<file path="config.mk">
export PLATFORM = sky130hd
export DESIGN_NAME = cla_seq_ctrl
export DESIGN_NICKNAME = d
export VERILOG_FILES = /design/src/rtl/cla_seq_ctrl.sv
export SDC_FILE = /design/constraint.sdc
export NUM_CORES = 1
export LEC_CHECK = 0
export ABC_AREA = 1
export BUFFER_PORTS_ARGS = -buffer_cell sky130_fd_sc_hd__clkbuf_2
export CORE_UTILIZATION = 35
export DETAILED_ROUTE_END_ITERATION = 12
export RECOVER_POWER = 25
export SYNTH_ARGS = -nofsm -noshare
export SYNTH_HDL_FRONTEND = slang
export SYNTH_SLANG_ARGS = --single-unit
export TNS_END_PERCENT = 10
</file>
<file path="constraint.sdc">
create_clock -name clk -period 2.2 [get_ports clk]
set_input_delay 0.22 -clock clk [delete_from_list [all_inputs] [get_ports clk]]
set_output_delay 0.22 -clock clk [all_outputs]
set_load 0.005 [all_outputs]
</file>
<file path="src/rtl/cla_seq_ctrl.sv">
// Sequencing controller: performs a WIDTH-bit add/subtract by issuing one
// nibble per pass to a shared registered 4-bit carry-lookahead slice,
// least-significant nibble first, chaining the slice carry between passes.
module cla_seq_ctrl #(
   parameter int unsigned NIBBLES = 4
) (
   input  logic                 clk,
   input  logic                 rst_n,
   input  logic                 start,
   input  logic                 sub,
   input  logic [4*NIBBLES-1:0] op_a,
   input  logic [4*NIBBLES-1:0] op_b,
   input  logic                 cin,
   output logic                 busy,
   output logic                 done,
   output logic [4*NIBBLES-1:0] sum,
   output logic                 cout,
   output logic                 ovf,
   output logic                 cla_load,
   output logic [3:0]           cla_a,
   output logic [3:0]           cla_b,
   output logic                 cla_cin,
   input  logic [4:0]           cla_q
);

   localparam int unsigned WIDTH = 4 * NIBBLES;
   localparam int unsigned IW    = (NIBBLES > 1) ? $clog2(NIBBLES) : 1;
   localparam logic [IW-1:0] LAST = IW'(NIBBLES - 1);

   typedef enum logic [1:0] {
      S_IDLE  = 2'd0,
      S_ISSUE = 2'd1,
      S_WAIT  = 2'd2,
      S_DONE  = 2'd3
   } state_t;

   state_t           state;
   state_t           state_nx;
   logic [IW-1:0]    idx;
   logic [WIDTH-1:0] a_r;
   logic [WIDTH-1:0] b_r;
   logic             carry_r;
   logic [IW+1:0]    bit_base;
   logic [3:0]       a_nib;
   logic [3:0]       b_nib;
   logic             last_nib;

   // Bit offset of the current nibble and the operand nibbles it selects.
   assign bit_base = {idx, 2'b00};
   assign a_nib    = a_r[bit_base +: 4];
   assign b_nib    = b_r[bit_base +: 4];
   assign last_nib = (idx == LAST);

   // State register.
   always_ff @(posedge clk or negedge rst_n) begin
      if (!rst_n) state <= S_IDLE;
      else        state <= state_nx;
   end

   // Next-state logic and slice drive decoded from state and nibble index.
   always_comb begin
      state_nx = state;
      cla_load = 1'b0;
      cla_a    = 4'h0;
      cla_b    = 4'h0;
      cla_cin  = 1'b0;
      case (state)
         S_IDLE: begin
            if (start) state_nx = S_ISSUE;
         end
         S_ISSUE: begin
            cla_load = 1'b1;
            cla_a    = a_nib;
            cla_b    = b_nib;
            cla_cin  = carry_r;
            state_nx = S_WAIT;
         end
         S_WAIT: begin
            state_nx = last_nib ? S_DONE : S_ISSUE;
         end
         S_DONE: begin
            state_nx = S_IDLE;
         end
         default: state_nx = S_IDLE;
      endcase
   end

   // Operand latch, per-nibble result capture and registered status outputs.
   // cout/ovf are loaded on the edge into DONE from the final slice result so
   // they are valid alongside the done pulse; ovf uses the final nibble MSB.
   always_ff @(posedge clk or negedge rst_n) begin
      if (!rst_n) begin
         idx     <= '0;
         a_r     <= '0;
         b_r     <= '0;
         carry_r <= 1'b0;
         sum     <= '0;
         busy    <= 1'b0;
         done    <= 1'b0;
         cout    <= 1'b0;
         ovf     <= 1'b0;
      end else begin
         case (state)
            S_IDLE: begin
               if (start) begin
                  a_r     <= op_a;
                  b_r     <= sub ? ~op_b : op_b;
                  carry_r <= sub | cin;
                  sum     <= '0;
                  idx     <= '0;
                  busy    <= 1'b1;
               end
            end
            S_WAIT: begin
               sum[bit_base +: 4] <= cla_q[3:0];
               carry_r            <= cla_q[4];
               if (last_nib) begin
                  busy <= 1'b0;
                  done <= 1'b1;
                  cout <= cla_q[4];
                  ovf  <= (a_r[WIDTH-1] == b_r[WIDTH-1]) &&
                          (cla_q[3] != a_r[WIDTH-1]);
               end else begin
                  idx <= idx + 1'b1;
               end
            end
            S_DONE: begin
               done <= 1'b0;
            end
            default: ;
         endcase
      end
   end

endmodule

</file>
Yosys cells after proc, flatten, opt, wreduce, memory -nomap -nowiden
Cells that the tools add are included.

Bits in registers: 57. Bits of input ports: 42. Logic and storage cells: 58.

$add $sub $neg: 2. Equality and inequality tests: 9. Shift-type cells: 4. Muxes and demuxes: 21. Bitwise operators: 2. Reduce and logical (&&, ||, !) cells: 10.

Operators with widths (number): $mux 16 (2); $pmux 16 s2 (1); $shiftx 16x5->4 (2); $bwmux 16 (1); $not 16->16 (1); $shift 4x6->16 const A (1); $shiftx 4x6->16 (1); $mux 2 (4); $mux 4 (2); $pmux 2 s4 (1); $reduce_and 2->1 (4); $eq 2x2->1 const B (3); $mux 1 (6); $ne 2x2->1 const B (3); $neg 4->6 (1); $pmux 1 s2 (3); $reduce_and 3->1 (2); $pmux 2 s2 (1); $reduce_bool 2->1 (2); $add 2x1->2 const B (1); $eq 2x1->1 const B (1); $logic_not 2->1 (1); $eq 1x1->1 (1); $logic_and 1x1->1 (1); 2 further kinds (2).

Longest topological paths before layout
Depth after elaboration: 4. Mapped depth: 7. Gate-level depth less buffers: 6.

Least setup slack after synthesis
OpenSTA, ideal clock, no wires.

Path type: reg2reg. Start: reg idx[1]. End: reg sum[0]. Setup time: 65 ps. Arrival: 1497 ps. Data required time: 2135 ps. Setup slack: 638 ps. Stages on the path, launching flop included: 7. Path buffers: 1. Period minus slack after synthesis: 1562 ps. Cells stage by stage: dfrtp_1 > buf_2 > clkinv_1 > ha_1 > nor2_1 > nand3_1 > nand2_1.

Word-level cells in the longest chain between the ends: 4. Elaborated cells on any way between the ends: 5. Classes of those cells: add/sub (1); shift (2); mux (2).

Ends and longest elaborated chain: start, declared (line 39) `logic [IW-1:0] idx;`; start signal, assigned (line 124) `idx <= idx + 1'b1;`; $neg 4->6 (*) (line 115) `sum[bit_base +: 4] <= cla_q[3:0];`; $shiftx 4x6->16 / $shift 4x6->16 (equally long branches) (line 115); $bwmux 16 (*) (line 115); $pmux 16 s2 (*) (line 103) `case (state)`; end signal, assigned by index (line 115); end, declared (line 16) `output logic [4*NIBBLES-1:0] sum,`.

Every way passes the cells marked *; elsewhere a longest branch is shown, timed or not. A chain may end at the register's enable or synchronous reset.

Final worst setup path
Start: reg state[1]. End: out cla_a[2].

Word-level cells in the longest chain between the ends: 2.

Ends and longest elaborated chain: start, declared (line 37) `state_t state;`; start signal, assigned (line 57) `else state <= state_nx;`; $eq 2x1->1 (line 67) `case (state)`; $mux 4 (line 67); end, declared (line 20) `output logic [3:0] cla_a,`.

Every way passes these cells.

==> metrics <==
RSZ-0062 raised after global routing false; first-pass GRT wire length 11100 um; critical path startpoint category flip-flop; width of the die 92.0 um; worst path arrival time 1620 ps; highest-count cells in the layout ignoring fill and taps 105 x nand2_1, 72 x clkbuf_2, 57 x dfrtp_1, 42 x nand3_1, 41 x inv_1; Max Cap Viol 0; fraction of final layout cells with drive strength greater than 1 22.7%; Starting DRT DRC Count 137; final period utilization 83.6%; cell count of the worst hold path 3; Layout Cells excl Fill 530; reg2reg setup slack 600 ps; Worst-Skew Late Latency 330 ps; WS Path Type reg -> out; Worst Reg-to-Reg Cells 4; Post-CTS Setup Bufs 0; leakage 1.84 nW; # hold bufs at CTS 0; PwrDens 1220 mW/mm^2; #FFs+latches synth 57; Cell variety after synth 22; Die Y 92.0 um; Clock Tree Buf Depth 2; PortBufs 71; status completed; CTS sink cnt 57; worst slew pin tran 1410 ps; Ports 72; via count 2429; Num CTS Buffers 9; Critical Path Fanout Max 11; Total Routing Usage GR 16.8%; Final Skew 2.72 ps; Pins Over Slew Limit 0; Setup Viol. Count Final 0; Fill cells 862; setup tns final 0 ps; post-synth net total 400; initial antenna violation count 0; GP Congestion 0.731; Core Box Area 0.00777 mm^2; HP Class in -> reg; CTS tree yes; remaining global-route overflow 0; WL per Instance 12.3 um; maximum VDD drop 0.000308 V; post-layout net count 471; post-place instance area 0.00327 mm^2; num rows 32; Via density 4.58; Slew headroom 5.70%; Max Clk Rate 544 MHz; footprint of the multi-input gates 0.00116 mm^2; Crit path required time 1980 ps; gate count of the mapped netlist 352; Syn Area/Cell 8.06 um^2; number of global-route vias before repair 2347; pin count of the biggest net entering global routing 58; Residual DRC 0; DRT Wirelength 6520 um; commonest non-fill, non-tap cell in the layout nand2_1; sequential share of the synthesized area 50.3%; Worst Setup End Kind output port; post-placement cell count 514; Sequential Area 0.00143 mm^2; DRT antenna net count 0; post-layout min period 1840 ps; die area 0.00847 mm^2; Design Area, Final 0.00344 mm^2; Ys Warns 0; Initial Util 36.5%; CTS Root Cell clkbuf_8; Cell Area, Synth 0.00284 mm^2; post_cts resized 0; Area Growth Syn to Fin 21.4%; clock-pin slew of the registers on the worst-case setup and hold paths 60 ps; Fin. Hold Viols 0; Diodes inserted 0; post-DP HPWL 4570 um; DRT Pass-1 Iters 4; number of H-tree levels 3
## synthesized netlist by cell type, drive strengths merged
library cell,n,area [um^2]
nand4,2,12.5
a21oi,8,40.0
buf,11,60.1
inv,45,169
clkinv,1,3.75
xnor2,16,140
nand2,106,400
nand3,43,228
dfrtp,57,1430
nand3b,1,7.51
ha,6,75.1
nor2,10,47.6
clkbuf,4,16.3
o21ai,42,210
## area by class of cell
| class | count | area share, % |
|---|---|---|
| Clock buffer | 13 | 4.61 |
| Clock inverter | 3 | 0.436 |
| Timing Repair Buffer | 75 | 11.1 |
| Inverter | 46 | 5.01 |
| Sequential cell | 57 | 41.4 |
| Multi-Input combinational cell | 234 | 33.7 |
| Tap cell | 102 | 3.71 |
## path summary, 6_finish.rpt
kind | start | to
min in group asynchronous | rst_n | sum[13]
hold / removal | op_a[8] | a_r[8]
setup reg to reg | idx[1] | sum[6]
max in group asynchronous | rst_n | b_r[4]
hold reg to reg | busy | busy
setup / recovery | state[1] | cla_a[2]
## sequential cells by signal, summed over array words and instances (netlist names)
name     flops
ovf          1
a_r         16
cout         1
sum         16
busy         1
done         1
idx          2
state        2
b_r         16
carry_r      1
## logic make-up (layout without fill, tap and decap cells)
kind of cell | count (synthesis) | in the layout | synth area share [%]
buffers and inverters | 61 | 137 | 8.78
adders and majority gates | 6 | 6 | 2.65
xor gates and xnor gates | 16 | 16 | 4.94
AOI/OAI and AO/OA | 50 | 50 | 8.82
DFF | 57 | 57 | 50.3
and+or+nand+nor | 162 | 162 | 24.5
## per-stage QoR
stage / utilization, % / total power (W) / worst slack [ps] / hold WS (ps)
3_5_place_dp: 42.1 / 0.00336 / 574 / 412
3_3_place_gp: 42.1 / 0.00333 / 642 / 409
6_report: 44.3 / 0.00419 / 361 / 103
5_1_grt: 44.3 / 0.00460 / 271 / 100
4_1_cts: 44.4 / 0.00424 / 366 / 51.3
2_1_floorplan: - / 0.00283 / 638 / -75.6
## power by group
group,switching [W],leakage (nW),internal [W],total (W)
registers,0.000182,0.729,0.00144,0.00162
logic,0.00109,1.02,0.000610,0.00170
clock network,0.000400,0.0932,0.000465,0.000865
## routing by layer
metal	track usage [%]	vias to the layer above	part of all wire, %
met5	0	-	0
met2	26.2	63	45
met3	3.81	7	5.0
met1	22.6	1106	48
li1	-	1253	-
met4	6.64	0	1.6
## worst max-delay path: stages (launching register included)
cell,delay (ps)
dfrtp_1,420
inv_2,130
nand2_1,270
a21oi_1,300
clkbuf_2,160
(Power assumes the default switching activity.)
